$ cat config.mk
export PLATFORM = sky130hd
export DESIGN_NAME = adf_multi_cfg_flat
export DESIGN_NICKNAME = d
export VERILOG_FILES = /design/src/rtl/adf_multi_cfg_if.sv /design/src/rtl/adf_multi_cfg.sv /design/src/flat_wrapper.sv
export SDC_FILE = /design/constraint.sdc
export NUM_CORES = 1
export LEC_CHECK = 0
export CAP_MARGIN = 20
export CORE_ASPECT_RATIO = 0.7
export CORE_MARGIN = 2
export CORE_UTILIZATION = 55
export DETAILED_ROUTE_END_ITERATION = 8
export MAX_ROUTING_LAYER = met4
export PLACE_DENSITY = 0.83
export SETUP_SLACK_MARGIN = 0.05
export SKIP_CTS_REPAIR_TIMING = 1
export SYNTH_ARGS = -nofsm -noshare
export SYNTH_HDL_FRONTEND = slang
export SYNTH_SLANG_ARGS = --single-unit
$ cat constraint.sdc
create_clock -name clk_i -period 5.9 [get_ports clk_i]
set_input_delay 0.59 -clock clk_i [delete_from_list [all_inputs] [get_ports clk_i]]
set_output_delay 0.59 -clock clk_i [all_outputs]
set_load 0.1 [all_outputs]
$ cat src/rtl/adf_multi_cfg_if.sv
// rtl/adf_multi_cfg_if.sv - control inputs and per-channel SPI pins for adf_multi_cfg
interface adf_multi_cfg_if #(
   parameter int NUM_CH = 2
);
   logic                 start;
   logic                 retune;
   logic [NUM_CH-1:0]    ch_mask;
   logic [32*NUM_CH-1:0] reg0_data;
   logic [NUM_CH-1:0]    d_clk;
   logic [NUM_CH-1:0]    d_out;
   logic [NUM_CH-1:0]    d_le;
   logic                 ref_clk;
   logic                 busy;
   logic                 cfg_done;
   logic                 wr_done;

   modport master (
      output start, retune, ch_mask, reg0_data,
      input  d_clk, d_out, d_le, ref_clk, busy, cfg_done, wr_done
   );

   modport slave (
      input  start, retune, ch_mask, reg0_data,
      output d_clk, d_out, d_le, ref_clk, busy, cfg_done, wr_done
   );
endinterface

$ cat src/rtl/adf_multi_cfg.sv
// rtl/adf_multi_cfg.sv - lockstep R5..R0 init and per-channel R0 retune for ADF4351 synthesizers
module adf_multi_cfg #(
   parameter int          NUM_CH    = 2,
   parameter int          CLK_DIV   = 2,
   parameter int          LE_CYCLES = 2,
   parameter logic [31:0] REG1      = 32'h0800E1A9,
   parameter logic [31:0] REG2      = 32'h00004E42,
   parameter logic [31:0] REG3      = 32'h000004B3,
   parameter logic [31:0] REG4      = 32'h00AC803C,
   parameter logic [31:0] REG5      = 32'h00400005
) (
   input  logic           clk_i,
   input  logic           rst_i,
   adf_multi_cfg_if.slave bus
);
   localparam int DW = $clog2(CLK_DIV) + 1;
   localparam int LW = $clog2(LE_CYCLES) + 1;
   localparam logic [DW-1:0] DIV_LAST = DW'(CLK_DIV - 1);
   localparam logic [LW-1:0] LE_LAST  = LW'(LE_CYCLES - 1);

   localparam logic [2:0] SEQ_IDLE  = 3'd0;
   localparam logic [2:0] SEQ_LOAD  = 3'd1;
   localparam logic [2:0] SEQ_SHIFT = 3'd2;
   localparam logic [2:0] SEQ_LE    = 3'd3;
   localparam logic [2:0] SEQ_GAP   = 3'd4;
   localparam logic [2:0] SEQ_READY = 3'd5;

   logic [2:0]              state_q, state_d;
   logic [DW-1:0]           div_q, div_d;
   logic [LW-1:0]           le_q, le_d;
   logic [4:0]              bit_q, bit_d;
   logic                    phase_q, phase_d;
   logic [2:0]              idx_q, idx_d;
   logic                    init_q, init_d;
   logic                    fin_q, fin_d;
   logic                    cfg_q, cfg_d;
   logic                    ref_q;
   logic                    wr_q;
   logic [NUM_CH-1:0]       mask_q, mask_d;
   logic [NUM_CH-1:0]       dclk_q, dclk_d;
   logic [NUM_CH-1:0]       dout_q, dout_d;
   logic [NUM_CH-1:0]       dle_q, dle_d;
   logic [NUM_CH-1:0][31:0] sreg_q, sreg_d;
   logic [NUM_CH-1:0][31:0] word;

   // idx_q is the register address; its value always overrides the low three image bits
   always_comb begin
      for (int i = 0; i < NUM_CH; i++) begin
         case (idx_q)
            3'd1:    word[i] = REG1;
            3'd2:    word[i] = REG2;
            3'd3:    word[i] = REG3;
            3'd4:    word[i] = REG4;
            3'd5:    word[i] = REG5;
            default: word[i] = bus.reg0_data[32*i +: 32];
         endcase
         word[i][2:0] = idx_q;
      end
   end

   always_comb begin
      state_d = state_q;
      div_d   = div_q;
      le_d    = le_q;
      bit_d   = bit_q;
      phase_d = phase_q;
      idx_d   = idx_q;
      init_d  = init_q;
      fin_d   = 1'b0;
      cfg_d   = cfg_q | fin_q;
      mask_d  = mask_q;
      sreg_d  = sreg_q;
      dclk_d  = dclk_q;
      dout_d  = dout_q;
      dle_d   = dle_q;
      case (state_q)
         SEQ_IDLE: begin
            state_d = SEQ_LOAD;
            init_d  = 1'b1;
            idx_d   = 3'd5;
            cfg_d   = 1'b0;
         end
         SEQ_LOAD: begin
            mask_d  = init_q ? {NUM_CH{1'b1}} : bus.ch_mask;
            for (int i = 0; i < NUM_CH; i++) begin
               sreg_d[i] = {word[i][30:0], 1'b0};
               dout_d[i] = word[i][31] & mask_d[i];
            end
            dclk_d  = '0;
            div_d   = '0;
            phase_d = 1'b0;
            bit_d   = '0;
            state_d = SEQ_SHIFT;
         end
         SEQ_SHIFT: begin
            if (div_q == DIV_LAST) begin
               div_d = '0;
               if (!phase_q) begin
                  phase_d = 1'b1;
                  dclk_d  = mask_q;
               end else begin
                  phase_d = 1'b0;
                  dclk_d  = '0;
                  if (bit_q == 5'd31) begin
                     bit_d   = '0;
                     dout_d  = '0;
                     dle_d   = mask_q;
                     le_d    = '0;
                     state_d = SEQ_LE;
                  end else begin
                     bit_d = bit_q + 5'd1;
                     for (int i = 0; i < NUM_CH; i++) begin
                        dout_d[i] = sreg_q[i][31] & mask_q[i];
                        sreg_d[i] = {sreg_q[i][30:0], 1'b0};
                     end
                  end
               end
            end else begin
               div_d = div_q + 1'b1;
            end
         end
         SEQ_LE: begin
            if (le_q == LE_LAST) begin
               dle_d   = '0;
               state_d = SEQ_GAP;
            end else begin
               le_d = le_q + 1'b1;
            end
         end
         SEQ_GAP: begin
            if (init_q && idx_q != 3'd0) begin
               idx_d   = idx_q - 3'd1;
               state_d = SEQ_LOAD;
            end else begin
               fin_d   = init_q;
               init_d  = 1'b0;
               state_d = SEQ_READY;
            end
         end
         SEQ_READY: begin
            // START has priority; a retune with an empty mask never leaves READY
            if (bus.start) begin
               state_d = SEQ_LOAD;
               init_d  = 1'b1;
               idx_d   = 3'd5;
               cfg_d   = 1'b0;
            end else if (bus.retune && |bus.ch_mask) begin
               state_d = SEQ_LOAD;
               init_d  = 1'b0;
               idx_d   = 3'd0;
            end
         end
         default: state_d = SEQ_IDLE;
      endcase
   end

   always_ff @(posedge clk_i) begin
      if (rst_i) begin
         state_q <= SEQ_IDLE;
         div_q   <= '0;
         le_q    <= '0;
         bit_q   <= '0;
         phase_q <= 1'b0;
         idx_q   <= '0;
         init_q  <= 1'b0;
         fin_q   <= 1'b0;
         cfg_q   <= 1'b0;
         ref_q   <= 1'b0;
         wr_q    <= 1'b0;
         mask_q  <= '0;
         dclk_q  <= '0;
         dout_q  <= '0;
         dle_q   <= '0;
         sreg_q  <= '0;
      end else begin
         state_q <= state_d;
         div_q   <= div_d;
         le_q    <= le_d;
         bit_q   <= bit_d;
         phase_q <= phase_d;
         idx_q   <= idx_d;
         init_q  <= init_d;
         fin_q   <= fin_d;
         cfg_q   <= cfg_d;
         ref_q   <= ~ref_q;
         wr_q    <= (state_q == SEQ_GAP);
         mask_q  <= mask_d;
         dclk_q  <= dclk_d;
         dout_q  <= dout_d;
         dle_q   <= dle_d;
         sreg_q  <= sreg_d;
      end
   end

   assign bus.d_clk    = dclk_q;
   assign bus.d_out    = dout_q;
   assign bus.d_le     = dle_q;
   assign bus.ref_clk  = ref_q;
   assign bus.cfg_done = cfg_q;
   assign bus.wr_done  = wr_q;
   assign bus.busy     = (state_q == SEQ_LOAD) || (state_q == SEQ_SHIFT) ||
                         (state_q == SEQ_LE)   || (state_q == SEQ_GAP);
endmodule

$ cat src/flat_wrapper.sv
// flat-port wrapper written by rule: the top's interface ports become plain ports
module adf_multi_cfg_flat 
#(
   parameter int          NUM_CH    = 2,
   parameter int          CLK_DIV   = 2,
   parameter int          LE_CYCLES = 2,
   parameter logic [31:0] REG1      = 32'h0800E1A9,
   parameter logic [31:0] REG2      = 32'h00004E42,
   parameter logic [31:0] REG3      = 32'h000004B3,
   parameter logic [31:0] REG4      = 32'h00AC803C,
   parameter logic [31:0] REG5      = 32'h00400005
)
  (clk_i, rst_i, bus_start, bus_retune, bus_ch_mask, bus_reg0_data, bus_d_clk, bus_d_out, bus_d_le, bus_ref_clk, bus_busy, bus_cfg_done, bus_wr_done);
  adf_multi_cfg_if #(.NUM_CH(NUM_CH)) bus_i ();
  input  logic clk_i;
  input  logic rst_i;
  input wire logic [$bits(bus_i.start)-1:0] bus_start;
  input wire logic [$bits(bus_i.retune)-1:0] bus_retune;
  input wire logic [$bits(bus_i.ch_mask)-1:0] bus_ch_mask;
  input wire logic [$bits(bus_i.reg0_data)-1:0] bus_reg0_data;
  output wire logic [$bits(bus_i.d_clk)-1:0] bus_d_clk;
  output wire logic [$bits(bus_i.d_out)-1:0] bus_d_out;
  output wire logic [$bits(bus_i.d_le)-1:0] bus_d_le;
  output wire logic [$bits(bus_i.ref_clk)-1:0] bus_ref_clk;
  output wire logic [$bits(bus_i.busy)-1:0] bus_busy;
  output wire logic [$bits(bus_i.cfg_done)-1:0] bus_cfg_done;
  output wire logic [$bits(bus_i.wr_done)-1:0] bus_wr_done;
  assign bus_i.start = bus_start;
  assign bus_i.retune = bus_retune;
  assign bus_i.ch_mask = bus_ch_mask;
  assign bus_i.reg0_data = bus_reg0_data;
  assign bus_d_clk = bus_i.d_clk;
  assign bus_d_out = bus_i.d_out;
  assign bus_d_le = bus_i.d_le;
  assign bus_ref_clk = bus_i.ref_clk;
  assign bus_busy = bus_i.busy;
  assign bus_cfg_done = bus_i.cfg_done;
  assign bus_wr_done = bus_i.wr_done;
  adf_multi_cfg #(.NUM_CH(NUM_CH), .CLK_DIV(CLK_DIV), .LE_CYCLES(LE_CYCLES), .REG1(REG1), .REG2(REG2), .REG3(REG3), .REG4(REG4), .REG5(REG5)) u_core (.clk_i(clk_i), .rst_i(rst_i), .bus(bus_i));
endmodule
### After elaboration in Yosys (flattened, before gate mapping)

Cells that the tools add are included.

* $add $sub $neg: 4
* multiply operators: 0
* divide/modulo/power cells: 0
* $lt $le $gt $ge: 0
* equal/unequal tests: 22
* shifts and indexed selects: 0
* muxes and demuxes: 51
* bitwise logic cells: 7
* reductions and logical operators: 20

Operator list (count)
* $pmux 32 s5: 2
* $mux 64: 3
* $pmux 64 s2: 1
* $mux 2: 15
* $mux 3: 10
* $pmux 2 s2: 5
* $pmux 3 s6: 1
* $mux 5: 3
* $reduce_and 5->1: 3
* $eq 3x2->1 const B: 4
* $eq 3x3->1 const B: 4
* $ne 2x1->1 const B: 5
* $pmux 5 s2: 1
* $pmux 3 s3: 1
* $reduce_and 3->1: 3
* $eq 3x1->1 const B: 2
* $mux 1: 6
* $ne 2x2->1 const B: 3
* $reduce_bool 3->1: 2
* $add 5x1->5 const B: 1
* $eq 5x5->1 const B: 1
* $add 2x1->2 const B: 2
* $and 1x1->1: 4
* $eq 2x1->1 const B: 2
* 14 further kinds: 20

* register bits after elaboration: 93
* bits in latches: 0
* RAM bits: 0
* ROM bits: 0
* output and inout bits: 10
* word-level logic and storage cells: 121
* memories: 0

### Depth between registers and ports, before layout

* depth after elaboration: 5
* depth in mapped cells: 9

### Least setup slack after synthesis

No wires, ideal clock.

* kind: flip-flop to output port
* start: register u_core.state_q[1]
* end: output port bus_busy
* arrival time: 2380 ps
* required time: 5310 ps
* slack: 2930 ps
* cell stages (with the launch flop): 5
* buffers on the path: 2
* cell sequence: dfxtp_1 -> buf_2 -> buf_1 -> nor2_1 -> xnor2_1

* longest elaborated chain between the ends: 4
* elaborated cells between the ends (all ways): 7
* those cells by class: eq/ne (4); reduce/logical (3)

Ends and longest elaborated chain
* start: declaration: line adf_multi_cfg.sv:28 `logic [2:0] state_q, state_d;`
* start signal: assignment: line adf_multi_cfg.sv:176 `state_q <= state_d;`
* $eq 3x1->1 or $eq 3x2->1 (tied branches): line adf_multi_cfg.sv:201 `assign bus.busy = (state_q == SEQ_LOAD) || (state_q == SEQ_SHIFT) ||`
* $logic_or 1x1->1 (2 in series): line adf_multi_cfg.sv:201
* $logic_or 1x1->1 (*): line adf_multi_cfg.sv:202 `(state_q == SEQ_LE) || (state_q == SEQ_GAP);`
* end: declaration: line flat_wrapper.sv:25 `output wire logic [$bits(bus_i.busy)-1:0] bus_busy;`

Every way passes the cells marked *; elsewhere a longest branch is shown, timed or not.

### Worst setup path after layout

* start: register u_core.idx_q[1]
* end: register u_core.sreg_q[26] (netlist bit)

* longest elaborated chain between the ends: 3
* elaborated cells between the ends (all ways): 7
* those cells by class: eq/ne (5); mux (2)

Ends and longest elaborated chain
* start: declaration: line adf_multi_cfg.sv:33 `logic [2:0] idx_q, idx_d;`
* start signal: assignment: line adf_multi_cfg.sv:181 `idx_q <= idx_d;`
* $eq 3x3->1 (tied with other cells): line adf_multi_cfg.sv:49 `case (idx_q)`
* $pmux 32 s5 (*): line adf_multi_cfg.sv:49
* $pmux 64 s2 (*): line adf_multi_cfg.sv:76 `case (state_q)`
* end signal: assignment: line adf_multi_cfg.sv:191 `sreg_q <= sreg_d;`
* end: declaration: line adf_multi_cfg.sv:43 `logic [NUM_CH-1:0][31:0] sreg_q, sreg_d;`

Marks and branches as above.
A chain may end at the register's enable or synchronous reset.

==> impl_metrics.py <==
metrics = {
    "cells_and_area": {
        "finalNetCount": 667,
        "final_cells": 693,
        "syn2layout_area_growth_pct": 22.21,
        "nFillCells": 667,
        "antenna_cells": 0,
        "drive_gt1_frac": 0.05068,
        "fin_util": 0.6891,
        "final_area_um2": 5378,
    },
    "sta": {
        "report.final.slew_viol_count": 0,
        "relSlewSlack": 0.3468,
        "setup_viol": 0,
        "worst_slack_ps": 2732,
        "fin_setup_tns_ps": 0,
        "rsz0062_at_grt": "no",
        "final_hold_viol_count": 0,
        "period_share": 0.5370,
        "tightest_slew_ps": 976.7,
        "fmax_mhz": 315.6,
        "period_minus_slack_ps": 3168,
        "skew_ps": 6.137,
    },
    "clock_tree": {
        "cts_inserted_buffers": 9,
        "cts_max_level": 3,
        "cts_tree": "done",
        "cts.sinks": 88,
        "cts_root_buf": "clkbuf_16",
        "clockBufferDepth": 2,
        "clk-insertion-delay-late_ps": 340,
        "clk_pin_slew_ps": 60,
    },
    "yosys": {
        "synthTopCellsByCount": "88 x dfxtp_1, 66 x nand2_1, 53 x a21oi_1",
        "syn_nets": 629,
        "syn_inst": 550,
        "synth_xor_area_frac": 0.005971,
        "synth_top_family_by_area": "compound AO/OA/AOI/OAI gates",
        "synth_cell_types": 51,
        "synth_seq_cells": 88,
        "synth_top_area_share": 0.4003,
        "yosys.area_share.simple": 0.2431,
        "synth_edf_count": 0,
        "synthAdderAreaFrac": 0.02559,
        "yosys.area.top_type": "dfxtp_1",
        "syn-cell-area_um2": 4400,
        "synth_top_flop_cell": "dfxtp_1",
        "synth_compound_area_frac": 0.2602,
        "synth_warnings": 0,
        "synthMuxAreaShare": 0.007108,
        "synthArstFlopShare": 0,
        "syn_area_per_cell_um2": 8.001,
        "synth_most_common_cell": "dfxtp_1",
        "synth_area_leaders": "dfxtp_1 40%, a21oi_1 6.0%, nand2_1 5.6%",
        "yosysSeqAreaShare": 0.4003,
    },
    "global_routing": {
        "grt.total_usage": 0.2817,
        "met1_usage": 0.3944,
        "grt_max_degree": 88,
        "grt_pass1_wl_um": 19710,
        "use_met3": 0.07099,
        "antenna_found_initial": 0,
        "busiest_layer": "met2",
        "grt_pass1_vias": 4009,
        "grt.overflow.total": 0,
        "use_met2": 0.4104,
    },
    "floorplanning": {
        "rows": 27,
        "die_w_um": 110.9,
        "start_util": 0.5639,
        "num_io_pins": 80,
        "die_height_um": 78.84,
        "core_area_um2": 7804,
        "die_area_um2": 8744,
    },
    "worst_setup_path": {
        "cp.depth": 6,
        "endpoint": "u_core.sreg_q[26]",
        "end_kind": "register",
        "cpMaxStageDelayCell": "and2_1",
        "reg2reg_to": "u_core.sreg_q[26]",
        "required_ps": 6100,
        "worst-path-max-fanout": 25,
        "crit_start": "u_core.idx_q[1]",
        "crit_buf_inv": 1,
        "arrival_ps": 3360,
        "max_stage_delay_ps": 840,
        "rr_startpoint": "u_core.idx_q[1]",
        "critPathTopFamily": "simple AND/OR/NAND/NOR gates",
        "critPathKind": "reg2reg",
        "r2r_cells": 6,
        "ff2ff_setup_slack_ps": 2730,
        "path_cells": "inv_1, ha_1, nand2b_1, and2_1, nand3_1, a311oi_1",
        "crit_path_start_kind": "register",
    },
    "placement": {
        "dp_hpwl_um": 7478,
        "dpl_cell_area_um2": 5090,
        "io_buffers": 73,
        "preCtsSetupSlack_ps": 2949,
        "place.gp.congestion": 0.9042,
        "placed_cells": 678,
    },
    "drt": {
        "vias_per_cell": 6.297,
        "ant_nets": 0,
        "drc": 0,
        "routed_wl_um": 11910,
        "drt_iter0_markers": 449,
        "num_vias": 4364,
        "firstDrtPassIters": 5,
        "routedWlPerCell_um": 17.18,
    },
    "run_status": {
        "status": "complete, no violations",
    },
    "power_and_ir_drop": {
        "leakagePower_nw": 1.921,
        "power_density_nw_per_um2": 309.1,
        "worst_ir_drop_vdd_mv": 0.1975,
    },
    "min_path": {
        "hp-class": "reg2reg",
    },
    "run": {
        "max_cap_violations": 0,
    },
}
[worst register-to-register path: cells and delay by family, from the launching register on]
kind | cells | cell delay [ps]
AO/OA/AOI/OAI | 1 | 470
adder cells (fa/ha/maj) | 1 | 270
buffers and inverters | 1 | 120
flip-flops | 1 | 410
AND/OR/NAND/NOR | 3 | 1760
[registers in the layout, indices dropped and copies added, names as in the netlist, 3 cells and up]
register and count:
u_core.sreg_q 59, u_core.idx_q 3, u_core.state_q 3, u_core.bit_q 5
[worst min path at each step]
stage,endpoint,cells past startpoint,slack [ps],startpoint
6_report,u_core.bus.ref_clk,1,410,u_core.bus.ref_clk
5_1_grt,u_core.bus.ref_clk,1,430,u_core.bus.ref_clk
4_1_cts,u_core.bus.ref_clk,1,410,u_core.bus.ref_clk
3_5_place_dp,u_core.bus.ref_clk,1,400,u_core.bus.ref_clk
3_3_place_gp,u_core.bus.ref_clk,1,390,u_core.bus.ref_clk
2_1_floorplan,u_core.sreg_q[12],2,430,u_core.sreg_q[12]
[layer usage]
layer / wire, um / part of all wire / vias to the layer above
li1: - / - / 2095
met1: 5388 / 0.45 / 2035
met2: 5282 / 0.44 / 224
met3: 1115 / 0.094 / 10
met4: 122 / 0.010 / 0
met5: 0 / 0 / -
[report_power, final]
group	switching [W]	total [W]	internal (W)
sequential	0.0000495	0.000704	0.000655
clock	0.000225	0.000561	0.000335
combinational	0.000243	0.000397	0.000154
[kinds of logic after synthesis]
logic type | Yosys count
adders and majority gates | 9
and+or+nand+nor | 217
DFF | 88
buffers and inverters | 60
xor gates and xnor gates | 3
AOI/OAI and AO/OA | 170
muxes | 3
[placed cells by master (no fill, tap or decap), types with 2 or more instances in the layout]
cell type	Yosys	layout
o21a_1	2	2
nor4bb_1	3	3
dfxtp_1	88	88
nand4_1	2	2
xnor2_1	2	2
or3b_2	1	2
buf_4	1	7
and2_1	3	3
nor2_1	47	47
inv_1	7	7
clkinv_2	0	3
and3_1	15	15
nand3b_1	8	8
nor3_1	9	9
nor2b_1	5	5
o21ai_1	5	5
a211oi_1	9	9
clkbuf_16	0	9
nor3b_1	3	3
a21oi_1	53	53
nand3_1	40	40
ha_1	9	9
a311oi_1	23	23
nand2_1	66	66
a22o_1	2	2
clkdlybuf4s50_1	0	72
mux2i_1	2	2
o41ai_1	2	2
o211ai_1	7	7
a31oi_1	5	4
nand2b_1	7	7
o221ai_1	24	24
a211o_1	3	3
o21ai_0	27	27
[per-stage QoR]
stage	hold slack, ps	total power, W
after detailed placement	401.3	0.001104
after global placement	392.7	0.001090
final	409.6	0.001662
after CTS	410.5	0.001659
after floorplan	428.8	0.0009859
after global routing	433.7	0.001740
[final cells by class]
| cell class | instances | area (um^2) | area share |
|---|---|---|---|
| clock buffers | 11 | 242.7 | 0.04514 |
| multi-input cells | 402 | 2397 | 0.4458 |
| clock inverters | 4 | 45.04 | 0.008376 |
| flip-flops and latches | 88 | 1762 | 0.3276 |
| inverters | 7 | 26.28 | 0.004886 |
| repair buffers | 80 | 778.2 | 0.1447 |
| well taps | 101 | 126.4 | 0.02350 |
(Power assumes the default switching activity.)
